File: src/rtl/maquina_fsm_pkg.sv
// Shared types and default unlock code for the keypad lock controller.
package maquina_fsm_pkg;

   typedef enum logic [2:0] {
      IDLE   = 3'd0,
      S1     = 3'd1,
      S2     = 3'd2,
      OPEN   = 3'd3,
      ERRCHK = 3'd4,
      PUNISH = 3'd5
   } state_t;

   localparam int KEY_W_DEF = 4;
   localparam int CODE0_DEF = 7;
   localparam int CODE1_DEF = 8;
   localparam int CODE2_DEF = 9;

endpackage

File: src/rtl/maquina_fsm.sv
// Keypad lock control FSM: accepts the 7-8-9 code, drives the error counter,
// the penalty timer, the lock actuator and the error indicator.
module maquina_fsm
   import maquina_fsm_pkg::*;
#(
   parameter int             KEY_W = KEY_W_DEF,
   parameter logic [KEY_W-1:0] CODE0 = KEY_W'(CODE0_DEF),
   parameter logic [KEY_W-1:0] CODE1 = KEY_W'(CODE1_DEF),
   parameter logic [KEY_W-1:0] CODE2 = KEY_W'(CODE2_DEF)
) (
   input  logic             clk,
   input  logic             rst,
   input  logic [KEY_W-1:0] tecla,
   input  logic             PUSHED,
   input  logic             LOCKED,
   input  logic             WAITDONE,
   input  logic             ECNT3,
   output logic             CLRCNTR,
   output logic             CLRTIMER,
   output logic             INC,
   output logic             UNLOCK,
   output logic             ERROR
);

   state_t state_q;
   state_t state_d;

   always_ff @(posedge clk or posedge rst) begin
      if (rst) begin
         state_q <= IDLE;
      end else begin
         state_q <= state_d;
      end
   end

   // Outputs are Mealy; they are forced low while reset is held so a stray
   // key press during reset cannot pulse INC or UNLOCK.
   always_comb begin
      state_d  = state_q;
      CLRCNTR  = 1'b0;
      CLRTIMER = 1'b0;
      INC      = 1'b0;
      UNLOCK   = 1'b0;
      ERROR    = 1'b0;
      if (!rst) begin
         case (state_q)
            IDLE: begin
               if (PUSHED) begin
                  if (tecla == CODE0) begin
                     state_d = S1;
                  end else begin
                     state_d = ERRCHK;
                     ERROR   = 1'b1;
                     INC     = 1'b1;
                  end
               end
            end
            S1: begin
               if (PUSHED) begin
                  if (tecla == CODE1) begin
                     state_d = S2;
                  end else begin
                     state_d = ERRCHK;
                     ERROR   = 1'b1;
                     INC     = 1'b1;
                  end
               end
            end
            S2: begin
               if (PUSHED) begin
                  if (tecla == CODE2) begin
                     state_d = OPEN;
                     UNLOCK  = 1'b1;
                     CLRCNTR = 1'b1;
                  end else begin
                     state_d = ERRCHK;
                     ERROR   = 1'b1;
                     INC     = 1'b1;
                  end
               end
            end
            OPEN: begin
               UNLOCK = 1'b1;
               if (LOCKED) begin
                  state_d = IDLE;
               end
            end
            // The counter was bumped on the previous edge, so ECNT3 is current here.
            ERRCHK: begin
               if (ECNT3) begin
                  state_d  = PUNISH;
                  CLRTIMER = 1'b1;
               end else begin
                  state_d = IDLE;
               end
            end
            PUNISH: begin
               ERROR = 1'b1;
               if (WAITDONE) begin
                  state_d = IDLE;
                  CLRCNTR = 1'b1;
               end
            end
            default: begin
               state_d = IDLE;
            end
         endcase
      end
   end

endmodule

File: config.mk
export PLATFORM = sky130hd
export DESIGN_NAME = maquina_fsm
export DESIGN_NICKNAME = d
export VERILOG_FILES = /design/src/rtl/maquina_fsm_pkg.sv /design/src/rtl/maquina_fsm.sv
export SDC_FILE = /design/constraint.sdc
export NUM_CORES = 1
export LEC_CHECK = 0
export CAP_MARGIN = 20
export CORE_MARGIN = 2
export CORE_UTILIZATION = 30
export CTS_BUF_LIST = sky130_fd_sc_hd__clkbuf_4 sky130_fd_sc_hd__clkbuf_8
export CTS_CLUSTER_DIAMETER = 40
export DETAILED_ROUTE_END_ITERATION = 7
export PLACE_DENSITY_LB_ADDON = 0.15
export REMOVE_ABC_BUFFERS = 1
export SYNTH_ARGS = -nofsm -noshare
export SYNTH_HDL_FRONTEND = slang
export SYNTH_SLANG_ARGS = --single-unit
File: constraint.sdc
create_clock -name clk -period 1.9 [get_ports clk]
set_input_delay 0.38 -clock clk [delete_from_list [all_inputs] [get_ports clk]]
set_output_delay 0.38 -clock clk [all_outputs]
set_load 0.05 [all_outputs]
* Yosys cells after proc, flatten, opt, wreduce, memory -nomap -nowiden
Index checks and enable logic that the tools add are counted.
Word-level totals: register bits 3, bits of input ports 10
Cells by class: equality and inequality tests 13, multiplexer cells 30, bitwise logic cells 1, reductions and logical operators 2
Operators with widths (count):
- 2-to-1 mux 3 bit | 9
- case mux 3 bit (6 select lines) | 1
- 2-to-1 mux 1 bit | 16
- != test 2 bit (second input constant) | 5
- equality test 4 bit (second input constant) | 2
- equality test 3 x 2 -> 1 bit (second input constant) | 2
- equality test 3 bit (second input constant) | 2
- AND reduction 6 bit | 1
- equality test 4 x 3 -> 1 bit (second input constant) | 1
- case mux 1 bit (2 select lines) | 2
- case mux 1 bit (4 select lines) | 1
- equality test 3 x 1 -> 1 bit (second input constant) | 1
- zero test 3 bit | 1
- case mux 1 bit (3 select lines) | 1
- inverter 1 bit | 1

* Depth between registers and ports, before layout
Gate-level depths: netlist of run 1.
depth in word-level cells 5, gate-level depth with buffers 5, gate-level depth less buffers 4

* Least setup slack after synthesis of run 1
OpenSTA, ideal clock, no wires.
kind in2out, start point input port tecla[1], end point output port UNLOCK, arrival 2404 ps, slack -884 ps, stages 3, path buffers 0, cell sequence nor3b_1 -> a31oi_1 -> nor4b_1
Between the ends: word-level cells in the longest chain between the ends 5
RTL lines:
- from (decl) | line maquina_fsm.sv:13 | input logic [KEY_W-1:0] tecla,
- equality test 4 bit | line maquina_fsm.sv:71 | if (tecla == CODE2) begin
- 2-to-1 mux 1 bit | line maquina_fsm.sv:71
- 2-to-1 mux 1 bit | line maquina_fsm.sv:70 | if (PUSHED) begin
- case mux 1 bit (2 select lines) | line maquina_fsm.sv:46 | case (state_q)
- 2-to-1 mux 1 bit | line maquina_fsm.sv:45 | if (!rst) begin
- to (decl) | line maquina_fsm.sv:21 | output logic UNLOCK,
Every way passes these cells.

* Worst setup path in the final report of run 1
start point register state_q[1], end point output port INC
Between the ends: word-level cells in the longest chain between the ends 3
RTL lines:
- from (decl) | line maquina_fsm.sv:25 | state_t state_q;
- from (signal assigned) | line maquina_fsm.sv:32 | state_q <= state_d;
- equality test 3 x 2 -> 1 bit (tied with other cells) | line maquina_fsm.sv:46
- case mux 1 bit (3 select lines) (*) | line maquina_fsm.sv:46
- 2-to-1 mux 1 bit (*) | line maquina_fsm.sv:45
- to (decl) | line maquina_fsm.sv:20 | output logic INC,
Every way passes the cells marked *; elsewhere a longest branch is shown, timed or not.

==> results.ini, run 1 <==
[pwr]
total_leakage_power_nw=0.379
ir_drop_mv=0.471
cellPowerDensity_nw_per_um2=913

[layout]
largest_reg_flops=3
area_growth_pct=116
n_fill_cell=107
final_cell_mix=sky130_fd_sc_hd__buf_4, sky130_fd_sc_hd__dlygate4sd2_1, sky130_fd_sc_hd__clkbuf_4, sky130_fd_sc_hd__buf_12
largest-register=state_q
post_route_cells_drive_above_1_share_pct=64.0
antenna_cells_inserted=0
final_common_cell=sky130_fd_sc_hd__buf_4
reg.largest.list=state_q: 3 flops
layout.cells.non_filler=101
fin_nets=97

[floorplan]
design.die.area_sq_um=1630
die_w_um=40.4
fp.coreArea_sq_um=1270
initial_core_util_pct=31.4
count_of_standard_cell_rows=13
io-pin-count=15
die_h_um=40.4

[global_route]
grt_pass1_wl_mm=1.92
number_of_global_route_vias_before_repair=442
number_of_antenna_violations_at_the_first_check_in_global_routing=0
grt_start_max_net_pins=11
grt_use_total_pct=17.4
grt.overflow.total=0

[setup_path]
worstPathArrival_ns=1.54
timing.setup.critical_path_class=reg -> out
reg2reg_setup_slack_ns=0.32
worstReg2RegEnd=state_q[1]$_DFFE_PP0P_
worst-endpoint-required_ns=1.52
crit-reg2reg-launch=state_q[0]$_DFFE_PP0P_
critical_path_peak_fanout=5
rr_worst_depth=6
cp_endpoint_kind=output port
worst_setup_path_start_kind=flop

[detailed_routing]
drt-vias-per-instance=5.31
drt-wirelength-per-cell_um=13.3
drt_pre_antenna_iters=4
route.vias.total=536
drc=0
final_antenna_net_count=0
postRouteWirelength_mm=1.35
detailedRoute.firstIterationViolations=6

[yosys]
post_synth_inst_count=48
synth-edff-count=0
post_synth.cell_area_avg_sq_um=8.29
synth.lib_cells_used.distinct=32
synth-async-reset-ratio_pct=100
synthFlopType=sky130_fd_sc_hd__dfrtp_1
flip_flop_and_latch_count_after_synthesis=3
post_synth_instance_area_sq_um=398
yosys_warnings=0
part_of_the_yosys_area_used_for_sequential_elements_pct=18.9

[sta]
worst_pin_slew_ns=0.336
clock_skew_ns=0.000690
setup_tns_ns=-0.0198
fmaxAchievable_ghz=0.521
period_share_pct=101
timing_hold_violations_final=0
timing.final.crit_period_ns=1.92
report.final.slew_viol_count=0
rsz0062_at_grt=yes
setup-violations-final=1
slew_headroom_pct=77.5
worst_slack_ns=-0.0198

[cts]
clk_pin_slew_ns=0.04
tritoncts=done
cts_buffers=3
clock_latency_ns=0.23
tritoncts_num_sinks=3
cts_max_level=1
cts_hold_repair.buffers=0
cts_root_buf=sky130_fd_sc_hd__clkbuf_4
max-clock-path-buffers=2

[worst_hold_path]
worstHoldPathType=in -> async

[place]
gpl.final_weighted_congestion=0.778
place.detailed.hpwl_um=871
placed_cells_incl_taps=90
portBuffers=14

[status]
run_status=finished, violations left
violations=setup timing

[run]
max_cap_viol_count=0

[worst max-delay path, stage by stage, from the launching register on]
cell and delay (ns):
sky130_fd_sc_hd__dfrtp_2 0.46, sky130_fd_sc_hd__o41ai_4 0.44, sky130_fd_sc_hd__or2_4 0.21, sky130_fd_sc_hd__nor3_4 0.05
sky130_fd_sc_hd__buf_12 0.15
[logic make-up after synthesis]
| kind of cell | share of synthesized area [%] |
|---|---|
| muxes | 2.52 |
| buffers and inverters | 9.12 |
| DFF | 18.9 |
| and+or+nand+nor | 30.8 |
| AOI/OAI and AO/OA | 38.7 |
[per-stage QoR]
| stage | hold WS [ns] | power, mW | setup WS [ns] | utilization, % | cell area [sq um] |
|---|---|---|---|---|---|
| after floorplan | 0.149 | 0.345 | -0.884 | - | 380 |
| after CTS | 0.361 | 0.750 | -0.0571 | 64.1 | 813 |
| after global placement | 0.681 | 0.564 | -0.312 | 54.9 | 697 |
| final | 0.380 | 0.785 | -0.0198 | 67.8 | 860 |
| after detailed placement | 0.683 | 0.565 | -0.378 | 54.9 | 697 |
| after global routing | 0.394 | 0.828 | -0.104 | 67.8 | 860 |
[cells in the mapped netlist (2+ instances only)]
cell type / number / area, sq um
sky130_fd_sc_hd__dfrtp_1: 3 / 75.1
sky130_fd_sc_hd__inv_1: 3 / 11.3
sky130_fd_sc_hd__nor2_1: 3 / 11.3
sky130_fd_sc_hd__a21oi_1: 2 / 10.0
sky130_fd_sc_hd__a31oi_1: 2 / 12.5
sky130_fd_sc_hd__and3_1: 2 / 12.5
sky130_fd_sc_hd__buf_2: 2 / 10.0
sky130_fd_sc_hd__inv_2: 2 / 7.51
sky130_fd_sc_hd__nor3_1: 2 / 10.0
sky130_fd_sc_hd__nor3b_1: 2 / 15.0
sky130_fd_sc_hd__o2111ai_1: 2 / 17.5
sky130_fd_sc_hd__o21ai_0: 2 / 10.0
sky130_fd_sc_hd__o41ai_2: 2 / 32.5
[repair_timing]
action / in CTS / in global routing
setup buffers: 5 / 3
pin swaps: 7 / 9
gates resized for setup: 26 / 6
hold endpoints to repair: 0 / 0
setup endpoints to repair: 4 / 4
[power by group]
part	internal, mW	switching [mW]	total (mW)	leakage, nW
Clock	0.0931	0.0354	0.129	0.0184
Sequential	0.0882	0.0435	0.132	0.0360
Combinational	0.238	0.286	0.525	0.324
Total	0.419	0.365	0.785	0.379
[worst max-delay path by stage]
stage,from,end,slack (ns),depth (start not counted)
after floorplan,tecla[1],UNLOCK,-0.88,3
after global placement,tecla[3],UNLOCK,-0.31,6
after detailed placement,tecla[3],UNLOCK,-0.38,6
after CTS,state_q[1]$_DFFE_PP0P_,INC,-0.06,5
after global routing,state_q[1]$_DFFE_PP0P_,INC,-0.10,4
final,state_q[1]$_DFFE_PP0P_,INC,-0.02,4
[per-layer routing]
layer  wire length [um]  vias up  track usage, %
met5                  0        -               0
met4                 13        0            6.67
met3                 67        2            1.67
met2                690       17            27.4
met1                576      249            24.0
li1                   -      268               -
[layout make-up]
cell class / instances / area (sq um) / share of cell area (%)
multi-input cells: 37 / 369 / 42.9
well taps: 15 / 18.8 / 2.18
inverters: 5 / 21.3 / 2.47
flip-flops and latches: 3 / 77.6 / 9.02
repair buffers: 37 / 343 / 39.9
clock buffers: 4 / 30.0 / 3.49
No activity file was read; power rests on OpenSTA's default activity.
==> inputs of run 2 (changes only) <==
CTS_BUF_LIST = sky130_fd_sc_hd__clkbuf_8 sky130_fd_sc_hd__clkbuf_16   (was sky130_fd_sc_hd__clkbuf_4 sky130_fd_sc_hd__clkbuf_8)
==> results.ini, run 2 (synthesized netlist as in run 1, its figures left out) <==
[cts]
cts_buffers=3
clock_latency_ns=0.22
cts_root_buf=sky130_fd_sc_hd__clkbuf_8
tritoncts=done
tritoncts_num_sinks=3
clk_pin_slew_ns=0.04
max-clock-path-buffers=2
cts_hold_repair.buffers=0
cts_max_level=1

[setup_path]
cp_endpoint_kind=output port
critical_path.slowest_cell=sky130_fd_sc_hd__dfrtp_2
timing.setup.critical_path_class=reg -> out
worst-endpoint-required_ns=1.52
critical_path_peak_fanout=7
worst_setup_path_start_kind=flop
crit_path_max_incr_delay_ns=0.46
timing.critical_path.cells=buf_4 -> o41ai_4 -> or2_4 -> nor3_4 -> buf_12
worstPathArrival_ns=1.54

[layout]
postLayoutCoreUtil_pct=74.0
area_growth_pct=136
antenna_cells_inserted=0
final_design_area_no_fill_sq_um=938
final_cell_mix=sky130_fd_sc_hd__buf_4, sky130_fd_sc_hd__dlygate4sd2_1, sky130_fd_sc_hd__buf_12
largest-register=state_q
fin_nets=105
final_common_cell=sky130_fd_sc_hd__buf_4
reg.largest.list=state_q: 3 flops
post_route_cells_drive_above_1_share_pct=69.1
largest_reg_flops=3

[run]
max_cap_viol_count=0

[place]
gpl.final_weighted_congestion=0.778
postPlaceCellArea_sq_um=697
place.detailed.hpwl_um=871
portBuffers=14

[floorplan]
io-pin-count=15
die_h_um=40.4
design.die.area_sq_um=1630
initial_core_util_pct=31.4
die_w_um=40.4
count_of_standard_cell_rows=13
fp.coreArea_sq_um=1270

[global_route]
number_of_antenna_violations_at_the_first_check_in_global_routing=0
grt_pass1_wl_mm=2.23
grt_start_max_net_pins=11
grt.overflow.total=0
grt_use_total_pct=20.0
number_of_global_route_vias_before_repair=488

[detailed_routing]
detailedRoute.firstIterationViolations=4
postRouteWirelength_mm=1.50
drc=0
drt-vias-per-instance=5.33
drt-wirelength-per-cell_um=13.8
route.vias.total=581
final_antenna_net_count=0
drt_pre_antenna_iters=2

[pwr]
ir_drop_mv=0.668
cellPowerDensity_nw_per_um2=947
total_leakage_power_nw=0.426

[sta]
worst_pin_slew_ns=0.350
fmaxAchievable_ghz=0.520
period_share_pct=101
setup-violations-final=1
worst_slack_ns=-0.0213
fin_hold_ws_ns=0.395
clock_skew_ns=0.00397
report.final.slew_viol_count=0
rsz0062_at_grt=yes
slew_headroom_pct=76.6
timing_hold_violations_final=0
timing.final.crit_period_ns=1.92

[status]
violations=setup timing
run_status=finished, violations left

[worst_hold_path]
worstHoldPathType=in -> async

[run 2: cell types whose count changed in the layout (fill, tap and decap cells not counted), sizes merged]
cell,previous run,this run
clkbuf,5,3
dlygate4sd2,6,4
inv,5,6
buf,28,39
[run 2: routing by layer]
layer	global-route usage [%]	vias to the layer above	part of all wire (%)
li1	-	286	-
met1	26.9	278	46
met2	32.5	13	49
met3	0	4	2.9
met4	10.0	0	2.1
met5	0	-	0
[run 2: repair_timing]
action / CTS / global route
hold endpoints to repair: 0 / 0
resized for setup: 30 / 10
setup buffers: 8 / 7
setup endpoints to repair: 4 / 4
pin swaps: 10 / 9
[run 2: worst paths after layout]
| path | slack [ns] | startpoint | cells after the start | to |
|---|---|---|---|---|
| max in group asynchronous | 1.40 | rst | 4 | state_q[0]$_DFFE_PP0P_ |
| min in group clk | 0.68 | state_q[0]$_DFFE_PP0P_ | 2 | state_q[0]$_DFFE_PP0P_ |
| setup / recovery | -0.02 | state_q[1]$_DFFE_PP0P_ | 5 | INC |
| hold / removal | 0.40 | rst | 4 | state_q[1]$_DFFE_PP0P_ |
| setup reg to reg | 0.24 | state_q[1]$_DFFE_PP0P_ | 6 | state_q[1]$_DFFE_PP0P_ |
| hold reg to reg | 0.68 | state_q[0]$_DFFE_PP0P_ | 2 | state_q[0]$_DFFE_PP0P_ |
[run 2: critical path: cells and delay by family, from the launching register on]
family	cells	cell delay, ns
flip-flops	1	0.46
buffers and inverters	2	0.31
AO/OA/AOI/OAI	1	0.30
AND/OR/NAND/NOR	2	0.26
[run 2: stage by stage]
step	worst slack (ns)	TNS [ns]	power, mW	cells
after global placement	-0.312	-1.12	0.564	90
after CTS	0.00465	0	0.822	102
final	-0.0213	-0.0213	0.889	109
after floorplan	-0.884	-2.30	0.345	45
after global routing	-0.0906	-0.0906	0.935	109
after detailed placement	-0.378	-1.28	0.565	90
[run 2: area by class of cell]
type                       count  area (sq um)
clock inverter                 1          3.75
multi-input combinational     37           382
tap                           15          18.8
clock buffer                   3          41.3
timing repair buffer          45           394
fill                          96           330
sequential                     3          77.6
inverter                       5          21.3
[run 2: power breakdown]
part           switching, mW  total (mW)  internal, mW  leakage (nW)
Combinational          0.310       0.579         0.269         0.363
Sequential            0.0370       0.125        0.0883        0.0360
Clock                 0.0466       0.185         0.138        0.0269
Total                  0.394       0.889         0.495         0.426
==> inputs of run 3 (changes only) <==
ABC_AREA = 1   (was not set)
TNS_END_PERCENT = 5   (was not set)
==> results.ini, run 3 <==
[status]
run_status=finished, final reports clean

[yosys]
post_synth_inst_count=79
synth-async-reset-ratio_pct=100
synth_top_area_share_pct=18.3
yosysMostFrequentCell=sky130_fd_sc_hd__nand2_1
part_of_the_yosys_area_used_for_sequential_elements_pct=17.4
flip_flop_and_latch_count_after_synthesis=3
post_synth.cell_area_avg_sq_um=5.45
synth_top_cell_by_area=sky130_fd_sc_hd__nand2_1
netlist_top_cells_area=sky130_fd_sc_hd__nand2_1, sky130_fd_sc_hd__dfrtp_1, sky130_fd_sc_hd__nor2_1
synthFlopType=sky130_fd_sc_hd__dfrtp_1
netlist_top_cells_count=sky130_fd_sc_hd__nand2_1, sky130_fd_sc_hd__nor2_1, sky130_fd_sc_hd__inv_1
synth-edff-count=0
yosys_warnings=0
synth.lib_cells_used.distinct=16
post_synth_instance_area_sq_um=430

[setup_path]
cp_num_buf_inv=3
critical_path_peak_fanout=5
timing.setup.critical_path_class=in -> out
critical_path.slowest_cell=sky130_fd_sc_hd__dlygate4sd2_1
timing.critical_path.cells=dlygate4sd2_1 -> inv_1 -> nand2_1 -> nor2_2 -> nand3_2 -> a21oi_2 -> buf_12
family_of_cells_with_the_greatest_summed_delay_on_the_critical_path=buffers and inverters
worst-endpoint-required_ns=1.52
crit_path_max_incr_delay_ns=0.27
cp_endpoint_kind=output port
reg2reg_setup_slack_ns=0.76
crit-reg2reg-launch=state_q[0]$_DFFE_PP0P_
worstReg2RegEnd=state_q[2]$_DFFE_PP0P_
worst_setup_path_start_kind=input pin
rr_worst_depth=6
worstPathArrival_ns=1.42

[pwr]
cellPowerDensity_nw_per_um2=990
ir_drop_mv=0.627
p_total_mw=0.748
total_leakage_power_nw=0.380

[layout]
antenna_cells_inserted=0
n_fill_cell=135
layout.cells.non_filler=119
fin_nets=115
largest-register=state_q
regArea_sq_um=76.3
largest_reg_flops=3
post_route_cells_drive_above_1_share_pct=35.6
final_design_area_no_fill_sq_um=756
reg.largest.list=state_q: 3 flops
final_cell_mix=sky130_fd_sc_hd__nand2_1, sky130_fd_sc_hd__nor2_1, sky130_fd_sc_hd__inv_1, sky130_fd_sc_hd__buf_4, sky130_fd_sc_hd__nand3_1
postLayoutCoreUtil_pct=57.4
final_common_cell=sky130_fd_sc_hd__nand2_1
area_growth_pct=75.6
area_of_the_multi_input_gates_sq_um=319

[floorplan]
die_w_um=41.9
initial_core_util_pct=32.7
io-pin-count=15
design.die.area_sq_um=1750
count_of_standard_cell_rows=13
fp.coreArea_sq_um=1320
die_h_um=41.9

[detailed_routing]
highest-signal-layer=met4
met2_wirelength_um=507
postRouteWirelength_mm=1.06
detailedRoute.firstIterationViolations=4
drt-wirelength-per-cell_um=8.88
drc=0
routed-wl-met3_um=62
drt-vias-per-instance=4.50
met1_length_um=469
final_antenna_net_count=0
drt_pre_antenna_iters=4
route.vias.total=536

[sta]
fin_hold_ws_ns=0.605
timing.final.crit_period_ns=1.80
setup-violations-final=0
worst_pin_slew_ns=0.221
rsz0062_at_grt=no
report.final.slew_viol_count=0
worst_slack_ns=0.0965
fmaxAchievable_ghz=0.554
clock_skew_ns=0.00376
setup_tns_ns=0
timing_hold_violations_final=0
period_share_pct=94.9
slew_headroom_pct=85.2

[cts]
cts_max_level=1
clock_latency_ns=0.22
tritoncts=done
cts_root_buf=sky130_fd_sc_hd__clkbuf_8
cts_hold_repair.buffers=0
max-clock-path-buffers=2
clk_pin_slew_ns=0.03
tritoncts_num_sinks=3
cts_buffers=3

[global_route]
grt_use_total_pct=14.3
number_of_global_route_vias_before_repair=502
number_of_antenna_violations_at_the_first_check_in_global_routing=0
grt_start_max_net_pins=9
grt.overflow.total=0
grt_pass1_wl_mm=1.92

[place]
portBuffers=14
gpl.final_weighted_congestion=0.839
pre_cts_slack_ns=-0.163
placed_cells_incl_taps=114
place.detailed.hpwl_um=860
postPlaceCellArea_sq_um=681

[worst_hold_path]
worstHoldPathType=in -> async

[run]
max_cap_viol_count=0

run 3: cell types whose count changed after synthesis, moves of 3 or more:
| cell | before | now |
|---|---|---|
| sky130_fd_sc_hd__nand2_1 | 1 | 21 |
| sky130_fd_sc_hd__nor2_1 | 3 | 14 |
| sky130_fd_sc_hd__nand3_1 | 1 | 8 |
| sky130_fd_sc_hd__inv_1 | 3 | 10 |
| sky130_fd_sc_hd__nand2_2 | 0 | 3 |
run 3: repair_timing:
action	4_1_cts	5_1_grt
gates resized for setup	14	1
endpoints found under the hold margin	0	0
setup buffers	1	0
cloned	0	0
pin swaps	4	0
setup endpoints to repair	4	1
run 3: power breakdown:
group	internal [mW]	switching, mW
clock network	0.138	0.0435
logic	0.192	0.250
registers	0.0879	0.0372
total	0.418	0.330
run 3: worst max path at each step:
stage	start	to	slack [ns]	cells past startpoint
after floorplan	state_q[2]$_DFFE_PP0P_	CLRCNTR	-0.03	5
after global placement	tecla[1]	CLRCNTR	-0.15	7
after detailed placement	tecla[1]	CLRCNTR	-0.16	7
after CTS	state_q[0]$_DFFE_PP0P_	ERROR	0.04	8
after global routing	state_q[0]$_DFFE_PP0P_	ERROR	0.006	8
final	tecla[1]	CLRCNTR	0.1	7
run 3: tightest hold or removal path, cell delays in order:
cell and delay (ns):
sky130_fd_sc_hd__clkdlybuf4s50_1 0.51, sky130_fd_sc_hd__inv_1 0.11, sky130_fd_sc_hd__buf_4 0.14
run 3: cell families (layout without fill, tap and decap cells):
group,after synthesis,in the layout,share of synthesized area (%)
flip-flops,3,3,17.4
buffers and inverters,15,40,14.8
AND/OR/NAND/NOR,53,53,57.6
AO/OA/AOI/OAI,8,8,10.2
run 3: layout make-up:
type                            instances  area share (%)
Multi-Input combinational cell         61            42.2
Inverter                               14            6.95
Tap cell                               15            2.48
Sequential cell                         3            10.1
Clock buffer                            3            5.46
Clock inverter                          1           0.497
Timing Repair Buffer                   22            32.3
run 3: layer usage:
layer | track usage [%] | up-vias
met3 | 3.04 | 2
met4 | 7.74 | 0
li1 | - | 295
met1 | 17.5 | 224
met5 | 0 | -
met2 | 23.1 | 15
